==> config.mk <==
export PLATFORM = sky130hd
export DESIGN_NAME = ar_br_cr_host_sequencer_flat
export DESIGN_NICKNAME = d
export VERILOG_FILES = /design/src/rtl/ar_br_cr_host_sequencer_if.sv /design/src/rtl/ar_br_cr_host_sequencer.sv /design/src/flat_wrapper.sv
export SDC_FILE = /design/constraint.sdc
export NUM_CORES = 1
export LEC_CHECK = 0
export BUFFER_PORTS_ARGS = -buffer_cell sky130_fd_sc_hd__buf_2
export CAP_MARGIN = 20
export CORE_MARGIN = 2
export CORE_UTILIZATION = 35
export CTS_CLUSTER_DIAMETER = 50
export DETAILED_ROUTE_END_ITERATION = 6
export GPL_TIMING_DRIVEN = 0
export SLEW_MARGIN = 25
export SYNTH_ARGS = -nofsm -noshare
export SYNTH_HDL_FRONTEND = slang
export SYNTH_SLANG_ARGS = --single-unit
export TNS_END_PERCENT = 1
==> constraint.sdc <==
create_clock -name clk -period 4.8 [get_ports clk]
set_input_delay 0.24 -clock clk [delete_from_list [all_inputs] [get_ports clk]]
set_output_delay 0.24 -clock clk [all_outputs]
set_load 0.02 [all_outputs]
==> src/rtl/ar_br_cr_host_sequencer_if.sv <==
// Signal bundle between the host sequencer, its operand/result clients and the AR/BR/CR engine.
// The sequencer takes the slave view; the driving environment takes the master view.
interface ar_br_cr_host_sequencer_if;
  logic        op_valid;
  logic        op_ready;
  logic [15:0] op_ar;
  logic [15:0] op_br;
  logic        start;
  logic [15:0] ar_data;
  logic [15:0] br_data;
  logic        busy;
  logic [15:0] cr_data;
  logic        res_valid;
  logic        res_ready;
  logic [15:0] res_data;
  logic [1:0]  res_tag;
  logic [15:0] jobs_done;
  logic        err;

  modport slave (
    input  op_valid, op_ar, op_br, busy, cr_data, res_ready,
    output op_ready, start, ar_data, br_data, res_valid, res_data, res_tag, jobs_done, err
  );

  modport master (
    output op_valid, op_ar, op_br, busy, cr_data, res_ready,
    input  op_ready, start, ar_data, br_data, res_valid, res_data, res_tag, jobs_done, err
  );
endinterface

==> src/rtl/ar_br_cr_host_sequencer.sv <==
// Host-side initiator: queues AR/BR operand pairs, issues them to the engine one at a time,
// and holds each CR result (tagged with the AR sign class) until the consumer takes it.
module ar_br_cr_host_sequencer #(
  parameter int DEPTH        = 4,
  parameter int BUSY_TIMEOUT = 15
) (
  input  logic                        clk,
  input  logic                        reset_b,
  ar_br_cr_host_sequencer_if.slave    bus
);
  // state     | meaning
  // IDLE      | waiting for a queued job and a free result register
  // ISSUE     | start pulse to the engine, operands presented
  // WAIT_BUSY | waiting for the engine to raise busy (with timeout)
  // WAIT_DONE | waiting for busy to fall, then capture CR
  typedef enum logic [1:0] {IDLE, ISSUE, WAIT_BUSY, WAIT_DONE} state_e;

  localparam int PW = $clog2(DEPTH);
  localparam int CW = PW + 1;
  localparam int TW = $clog2(BUSY_TIMEOUT + 1);

  function automatic logic [1:0] ar_class(input logic [15:0] a);
    if (a == 16'h0000) return 2'b00;
    else if (!a[15])   return 2'b01;
    else               return 2'b10;
  endfunction

  state_e        state_q, state_d;
  logic [15:0]   fifo_ar_q [DEPTH];
  logic [15:0]   fifo_br_q [DEPTH];
  logic [PW-1:0] wr_ptr_q, wr_ptr_d, rd_ptr_q, rd_ptr_d;
  logic [CW-1:0] count_q, count_d;
  logic [15:0]   ar_q, ar_d, br_q, br_d;
  logic [1:0]    tag_q, tag_d;
  logic [TW-1:0] tmo_q, tmo_d;
  logic          res_valid_q, res_valid_d;
  logic [15:0]   res_data_q, res_data_d;
  logic [1:0]    res_tag_q, res_tag_d;
  logic [15:0]   jobs_done_q, jobs_done_d;
  logic          err_q, err_d;
  logic          full, push, pop, capture;

  assign full = (count_q == CW'(DEPTH));
  assign push = bus.op_valid && !full;

  always_comb begin
    state_d     = state_q;
    ar_d        = ar_q;
    br_d        = br_q;
    tag_d       = tag_q;
    tmo_d       = tmo_q;
    err_d       = err_q;
    pop         = 1'b0;
    capture     = 1'b0;
    case (state_q)
      IDLE: begin
        if (count_q != '0 && (!res_valid_q || bus.res_ready)) begin
          pop     = 1'b1;
          ar_d    = fifo_ar_q[rd_ptr_q];
          br_d    = fifo_br_q[rd_ptr_q];
          tag_d   = ar_class(fifo_ar_q[rd_ptr_q]);
          state_d = ISSUE;
        end
      end
      ISSUE: begin
        tmo_d   = TW'(BUSY_TIMEOUT - 1);
        state_d = WAIT_BUSY;
      end
      WAIT_BUSY: begin
        if (bus.busy) begin
          state_d = WAIT_DONE;
        end else if (tmo_q == '0) begin
          // Engine never answered: drop the job, keep running.
          err_d   = 1'b1;
          state_d = IDLE;
        end else begin
          tmo_d = tmo_q - 1'b1;
        end
      end
      WAIT_DONE: begin
        if (!bus.busy) begin
          capture = 1'b1;
          state_d = IDLE;
        end
      end
      default: state_d = IDLE;
    endcase
  end

  always_comb begin
    res_valid_d = res_valid_q;
    res_data_d  = res_data_q;
    res_tag_d   = res_tag_q;
    jobs_done_d = jobs_done_q;
    // A fresh capture takes priority over a same-cycle consume.
    if (capture) begin
      res_valid_d = 1'b1;
      res_data_d  = bus.cr_data;
      res_tag_d   = tag_q;
      jobs_done_d = jobs_done_q + 16'd1;
    end else if (res_valid_q && bus.res_ready) begin
      res_valid_d = 1'b0;
    end
  end

  always_comb begin
    wr_ptr_d = push ? wr_ptr_q + 1'b1 : wr_ptr_q;
    rd_ptr_d = pop  ? rd_ptr_q + 1'b1 : rd_ptr_q;
    count_d  = count_q;
    if (push && !pop)      count_d = count_q + 1'b1;
    else if (!push && pop) count_d = count_q - 1'b1;
  end

  always_ff @(posedge clk) begin
    if (push) begin
      fifo_ar_q[wr_ptr_q] <= bus.op_ar;
      fifo_br_q[wr_ptr_q] <= bus.op_br;
    end
  end

  always_ff @(posedge clk) begin
    if (!reset_b) begin
      state_q     <= IDLE;
      wr_ptr_q    <= '0;
      rd_ptr_q    <= '0;
      count_q     <= '0;
      ar_q        <= '0;
      br_q        <= '0;
      tag_q       <= '0;
      tmo_q       <= '0;
      res_valid_q <= 1'b0;
      res_data_q  <= '0;
      res_tag_q   <= '0;
      jobs_done_q <= '0;
      err_q       <= 1'b0;
    end else begin
      state_q     <= state_d;
      wr_ptr_q    <= wr_ptr_d;
      rd_ptr_q    <= rd_ptr_d;
      count_q     <= count_d;
      ar_q        <= ar_d;
      br_q        <= br_d;
      tag_q       <= tag_d;
      tmo_q       <= tmo_d;
      res_valid_q <= res_valid_d;
      res_data_q  <= res_data_d;
      res_tag_q   <= res_tag_d;
      jobs_done_q <= jobs_done_d;
      err_q       <= err_d;
    end
  end

  assign bus.op_ready  = !full;
  assign bus.start     = (state_q == ISSUE);
  assign bus.ar_data   = ar_q;
  assign bus.br_data   = br_q;
  assign bus.res_valid = res_valid_q;
  assign bus.res_data  = res_data_q;
  assign bus.res_tag   = res_tag_q;
  assign bus.jobs_done = jobs_done_q;
  assign bus.err       = err_q;
endmodule

==> src/flat_wrapper.sv <==
// flat-port wrapper written by rule: the top's interface ports become plain ports
module ar_br_cr_host_sequencer_flat 
#(
  parameter int DEPTH        = 4,
  parameter int BUSY_TIMEOUT = 15
)
  (clk, reset_b, bus_op_valid, bus_op_ar, bus_op_br, bus_busy, bus_cr_data, bus_res_ready, bus_op_ready, bus_start, bus_ar_data, bus_br_data, bus_res_valid, bus_res_data, bus_res_tag, bus_jobs_done, bus_err);
  ar_br_cr_host_sequencer_if bus_i ();
  input  logic clk;
  input  logic reset_b;
  input wire logic [$bits(bus_i.op_valid)-1:0] bus_op_valid;
  input wire logic [$bits(bus_i.op_ar)-1:0] bus_op_ar;
  input wire logic [$bits(bus_i.op_br)-1:0] bus_op_br;
  input wire logic [$bits(bus_i.busy)-1:0] bus_busy;
  input wire logic [$bits(bus_i.cr_data)-1:0] bus_cr_data;
  input wire logic [$bits(bus_i.res_ready)-1:0] bus_res_ready;
  output wire logic [$bits(bus_i.op_ready)-1:0] bus_op_ready;
  output wire logic [$bits(bus_i.start)-1:0] bus_start;
  output wire logic [$bits(bus_i.ar_data)-1:0] bus_ar_data;
  output wire logic [$bits(bus_i.br_data)-1:0] bus_br_data;
  output wire logic [$bits(bus_i.res_valid)-1:0] bus_res_valid;
  output wire logic [$bits(bus_i.res_data)-1:0] bus_res_data;
  output wire logic [$bits(bus_i.res_tag)-1:0] bus_res_tag;
  output wire logic [$bits(bus_i.jobs_done)-1:0] bus_jobs_done;
  output wire logic [$bits(bus_i.err)-1:0] bus_err;
  assign bus_i.op_valid = bus_op_valid;
  assign bus_i.op_ar = bus_op_ar;
  assign bus_i.op_br = bus_op_br;
  assign bus_i.busy = bus_busy;
  assign bus_i.cr_data = bus_cr_data;
  assign bus_i.res_ready = bus_res_ready;
  assign bus_op_ready = bus_i.op_ready;
  assign bus_start = bus_i.start;
  assign bus_ar_data = bus_i.ar_data;
  assign bus_br_data = bus_i.br_data;
  assign bus_res_valid = bus_i.res_valid;
  assign bus_res_data = bus_i.res_data;
  assign bus_res_tag = bus_i.res_tag;
  assign bus_jobs_done = bus_i.jobs_done;
  assign bus_err = bus_i.err;
  ar_br_cr_host_sequencer #(.DEPTH(DEPTH), .BUSY_TIMEOUT(BUSY_TIMEOUT)) u_core (.clk(clk), .reset_b(reset_b), .bus(bus_i));
endmodule
==> tab_implementation.tex <==
\begin{tabular}{lr}
\hline
Metric & Value \\
\hline
\multicolumn{2}{l}{\textbf{GRT}} \\
\quad Maximum number of pins on one net before global-route repair & 21 \\
\quad Number of global-route vias before repair & between 5000 and 6000 \\
\quad Remaining global-route overflow & 0 \\
\quad First-pass GRT wire length & 28110 um \\
\quad Number of antenna violations at the first check in global routing & 0 \\
\quad Global-route usage over all layers & between 10\% and 20\% \\
\multicolumn{2}{l}{\textbf{Setup path}} \\
\quad Max FO, Critical Path & 10 \\
\quad Cell-by-cell listing of the critical path & nor3\_1 > nor4\_2 > inv\_2 > clkbuf\_1 > ha\_1 > inv\_1 > fa\_1 > xor2\_1 > or3\_1 > a21oi\_1 \\
\quad Type of the setup path with the least slack & register to register \\
\quad Cells on worst reg2reg path & 10 \\
\quad Required time at the worst-slack endpoint & 5250 ps \\
\quad Max incr delay on CP & 500 ps \\
\quad Setup crit start kind & register \\
\quad Type of element capturing the critical path & register \\
\quad Arrival time of data at the critical path endpoint & 3550 ps \\
\quad Library cell contributing the largest single delay on the critical path & sky130\_fd\_sc\_hd\_\_clkbuf\_1 \\
\multicolumn{2}{l}{\textbf{Synth}} \\
\quad Xor and xnor fraction of the mapped netlist area & 1.418\% \\
\quad Share of the yosys chip area belonging to registers & 69.08\% \\
\quad Synthesized-area fraction occupied by adder cells & 1.340\% \\
\quad Simple-gate share of the synthesized area & $\sim$10\% \\
\quad FF+latch count, synth & 213 \\
\quad Nets in the synthesized netlist & 631 \\
\quad Largest family of logic cells by synthesized area & simple AND/OR/NAND/NOR gates \\
\quad Syn\_area\_per\_cell & 14.08 sq um \\
\quad Post-Syn Area & 8028 sq um \\
\quad Post-synthesis instance total & 570 \\
\quad Compound-cell area share of the yosys netlist & 5.455\% \\
\quad Warnings from Yosys & 0 \\
\quad Fraction of synthesized area in multiplexers & 10.22\% \\
\quad Number of distinct library cells after synthesis & 50 \\
\multicolumn{2}{l}{\textbf{Routing}} \\
\quad Total wire length & 18160 um \\
\quad 1st-pass router iterations & 4 \\
\quad Number of vias per cell & $\sim$4.8 \\
\quad Avg WL per Cell & between 15 and 20 um \\
\quad Count of vias placed by the detailed router & 5224 \\
\quad DRC violation total after the first TritonRoute iteration & 357 \\
\quad Remaining routing DRC violations & 0 \\
\quad Final ANT Viol Nets & 0 \\
\multicolumn{2}{l}{\textbf{Floorplanning}} \\
\quad Placeable core region & 22570 sq um \\
\quad Width of the die & between 150 and 200 um \\
\quad Die Y-Extent & 155.4 um \\
\quad Std-Cell Rows & 55 \\
\quad Area enclosed by the die boundary & around 24000 sq um \\
\quad Total I/O pin count & 123 \\
\quad Initial core utilization & 35.57\% \\
\multicolumn{2}{l}{\textbf{Clock network}} \\
\quad TritonCTS clock tree & yes \\
\quad Number of gates resized after cts & 0 \\
\quad Number of setup buffers added after CTS & 0 \\
\quad Clock Path Buffers & 3 \\
\quad Total of hold buffers inserted after clock tree synthesis & 48 \\
\quad Deepest level of the CTS H-tree & 1 \\
\quad Clock insertion delay at the later pin of the skew report & 540 ps \\
\quad Clock root buffer & sky130\_fd\_sc\_hd\_\_clkbuf\_16 \\
\quad Clock buffers created by TritonCTS & 27 \\
\quad Clk pin slew, worst setup/hold paths & around 50 ps \\
\quad Sink count of the clock tree & 213 \\
\multicolumn{2}{l}{\textbf{Power and ir drop}} \\
\quad Proportion of power drawn by flip-flops and latches & 40.9\% \\
\quad Combinational group share of total power & 24.9\% \\
\quad Total Power Consumption & 5752 uW \\
\quad P per Cell Area & 548.6 nW/um\^{}2 \\
\quad Switching Power & $\sim$1800 uW \\
\quad Total internal power & 3986 uW \\
\quad Reported leakage power & 0.003907 uW \\
\quad Worst IR drop on VDD & roughly 0.33 mV \\
\quad Share of total power consumed by net switching & between 30 and 40\% \\
\quad Clock power frac & 34.3\% \\
\multicolumn{2}{l}{\textbf{Place}} \\
\quad Post-placement setup slack & roughly 1700 ps \\
\quad Final RePlAce weighted congestion & 0.7496 \\
\quad Placed insts & roughly 980 \\
\quad Port buffer count & 122 \\
\quad DP Wirelength & 11930 um \\
\multicolumn{2}{l}{\textbf{Min path}} \\
\quad Worst min-delay path class & input pin to register \\
\quad Instance count along the most critical hold path & 3 \\
\multicolumn{2}{l}{\textbf{Final layout}} \\
\quad Share of final-layout standard cells stronger than drive strength 1 & 25.31\% \\
\quad P\&R area growth vs syn & 30.61\% \\
\quad Sequential cell area & about 5500 sq um \\
\quad Multi-input gate area & 2312 sq um \\
\quad Final Net Count & 834 \\
\quad Ant diodes & 0 \\
\quad Final core occ & 46.45\% \\
\quad Fill cell total of the finished layout & 2009 \\
\quad Count of placed standard cells in the final layout, fillers left out & 1079 \\
\multicolumn{2}{l}{\textbf{Timing}} \\
\quad Setup TNS & 0 ps \\
\quad Final setup slack of the worst path & 1694 ps \\
\quad Highest Clock Rate & 322.0 MHz \\
\quad Unrepaired setup endpoints after global routing & false \\
\quad Setup Skew & 20.16 ps \\
\quad Final Max Slew Viols & 0 \\
\quad Period minus WS final & 3106 ps \\
\quad Setup-failing EPs final & 0 \\
\quad Final hold violation count & 0 \\
\quad Slew margin rel. & 49.78\% \\
\quad Period Utilization, post-route & approximately two thirds \\
\quad Transition time at the pin with the least slew margin & between 700 and 800 ps \\
\multicolumn{2}{l}{\textbf{Status}} \\
\quad Status & finished clean \\
\multicolumn{2}{l}{\textbf{Job}} \\
\quad Max-Cap Viols & 0 \\
\hline
\end{tabular}
==> area by class of cell <==
| cell class | count | area share [%] |
|---|---|---|
| plain buffers | 29 | 1.348 |
| clock buffers | 39 | 7.542 |
| well taps | 285 | 3.401 |
| multi-input cells | 319 | 22.05 |
| clock inverters | 11 | 1.062 |
| inverters | 9 | 0.3222 |
| flip-flops and latches | 213 | 52.89 |
| repair buffers | 174 | 11.38 |
==> per-layer routing <==
metal  wire [um]  GRT usage (%)
met5           0              0
met4         496          4.893
met3        1102          3.036
met2        8390          24.84
met1        8167          19.72
==> power groups by stage <==
stage	Combinational [uW]	Clock (uW)	Sequential [uW]
floorplan	807	0	2490
global placement	1380	0	2390
detailed placement	1420	0	2380
CTS	1460	2010	2350
global route	1570	2090	2380
finish	1430	1970	2350
==> Yosys cell counts (all sizes together) <==
| cell | number | area [sq um] |
|---|---|---|
| nor4 | 7 | 50.05 |
| a32o | 1 | 10.01 |
| nand2b | 3 | 18.77 |
| inv | 9 | 33.79 |
| nor4bb | 1 | 10.01 |
| edfxtp | 128 | 3844 |
| or3b | 1 | 8.760 |
| clkbuf | 21 | 78.83 |
| a21oi | 64 | 320.3 |
| xnor2 | 4 | 35.03 |
| and4 | 1 | 8.760 |
| fa | 1 | 20.02 |
| o21a | 1 | 7.510 |
| nand4 | 6 | 43.79 |
| o31ai | 3 | 22.52 |
| ha | 7 | 87.58 |
| nand2 | 113 | 424.2 |
| o21ai | 5 | 25.02 |
| mux2i | 4 | 40.04 |
| a21boi | 2 | 15.02 |
| dfxtp | 85 | 1702 |
| nor3 | 3 | 15.01 |
| buf | 8 | 62.56 |
| nor3b | 2 | 20.02 |
| nand3 | 7 | 35.03 |
| or3 | 4 | 25.02 |
| a31oi | 1 | 6.260 |
| and4b | 1 | 10.01 |
| and2 | 4 | 25.02 |
| a311oi | 1 | 8.760 |
| a21o | 2 | 15.01 |
| xor2 | 9 | 78.83 |
| or4 | 3 | 22.52 |
| nand3b | 1 | 7.510 |
| and3 | 2 | 12.51 |
| nor2b | 1 | 6.260 |
| nor2 | 20 | 75.07 |
| a211oi | 1 | 7.510 |
| and3b | 1 | 8.760 |
| mux4 | 32 | 780.8 |
==> state kept, by name (all words and copies together), names as in the netlist, named ones only <==
| name | flops |
|---|---|
| u_core.bus.res_valid | 1 |
| u_core.tag_q | 2 |
| u_core.fifo_ar_q | 64 |
| u_core.bus.err | 1 |
| u_core.bus.br_data | 16 |
| u_core.bus.ar_data | 16 |
| u_core.rd_ptr_q | 2 |
| u_core.count_q | 3 |
| u_core.tmo_q | 4 |
| u_core.state_q | 2 |
| u_core.wr_ptr_q | 2 |
| u_core.fifo_br_q | 64 |
| u_core.bus.res_data | 16 |
| u_core.bus.jobs_done | 16 |
| u_core.bus.res_tag | 2 |
==> logic make-up after synthesis <==
kind of cell,count (synthesis)
fa+ha+maj,8
flops,213
mux,36
simple gates,181
compound gates,81
xor+xnor,13
buf+inv,38
==> critical path, delay by kind of cell, from the launching register on <==
family,cells,cell delay (ps)
adders and majority gates,2,650
AOI/OAI and AO/OA,1,130
xor gates and xnor gates,1,170
DFF,1,350
buffers and inverters,3,770
and+or+nand+nor,3,950
==> stage by stage <==
step                hold slack [ps]  instance area [sq um]
CTS                           20.75                  10490
detailed placement            444.0                   9102
global route                  30.99                  10490
floorplan                     338.9                   8028
global placement              439.5                   8995
finish                        39.01                  10490
==> path summary, 6_finish.rpt <==
path / slack (ps) / start / endpoint
setup / recovery: 1690 / u_core.count_q[0] / u_core.count_q[2]
hold / removal: 40 / bus_busy / u_core.state_q[0]
setup reg to reg: 1690 / u_core.count_q[0] / u_core.count_q[2]
hold reg to reg: 450 / u_core.bus.res_data[2] / u_core.bus.res_data[2]
==> cell usage in the layout, fill, tap and decap left out, types with 9 or more instances in the layout <==
master,count
sky130_fd_sc_hd__a21oi_1,64
sky130_fd_sc_hd__buf_2,126
sky130_fd_sc_hd__clkbuf_1,26
sky130_fd_sc_hd__clkbuf_16,27
sky130_fd_sc_hd__dfxtp_1,85
sky130_fd_sc_hd__dlygate4sd3_1,48
sky130_fd_sc_hd__edfxtp_1,128
sky130_fd_sc_hd__mux4_1,16
sky130_fd_sc_hd__mux4_2,16
sky130_fd_sc_hd__nand2_1,113
sky130_fd_sc_hd__nor2_1,20
sky130_fd_sc_hd__xor2_1,9
No activity file was read; power rests on OpenSTA's default activity.
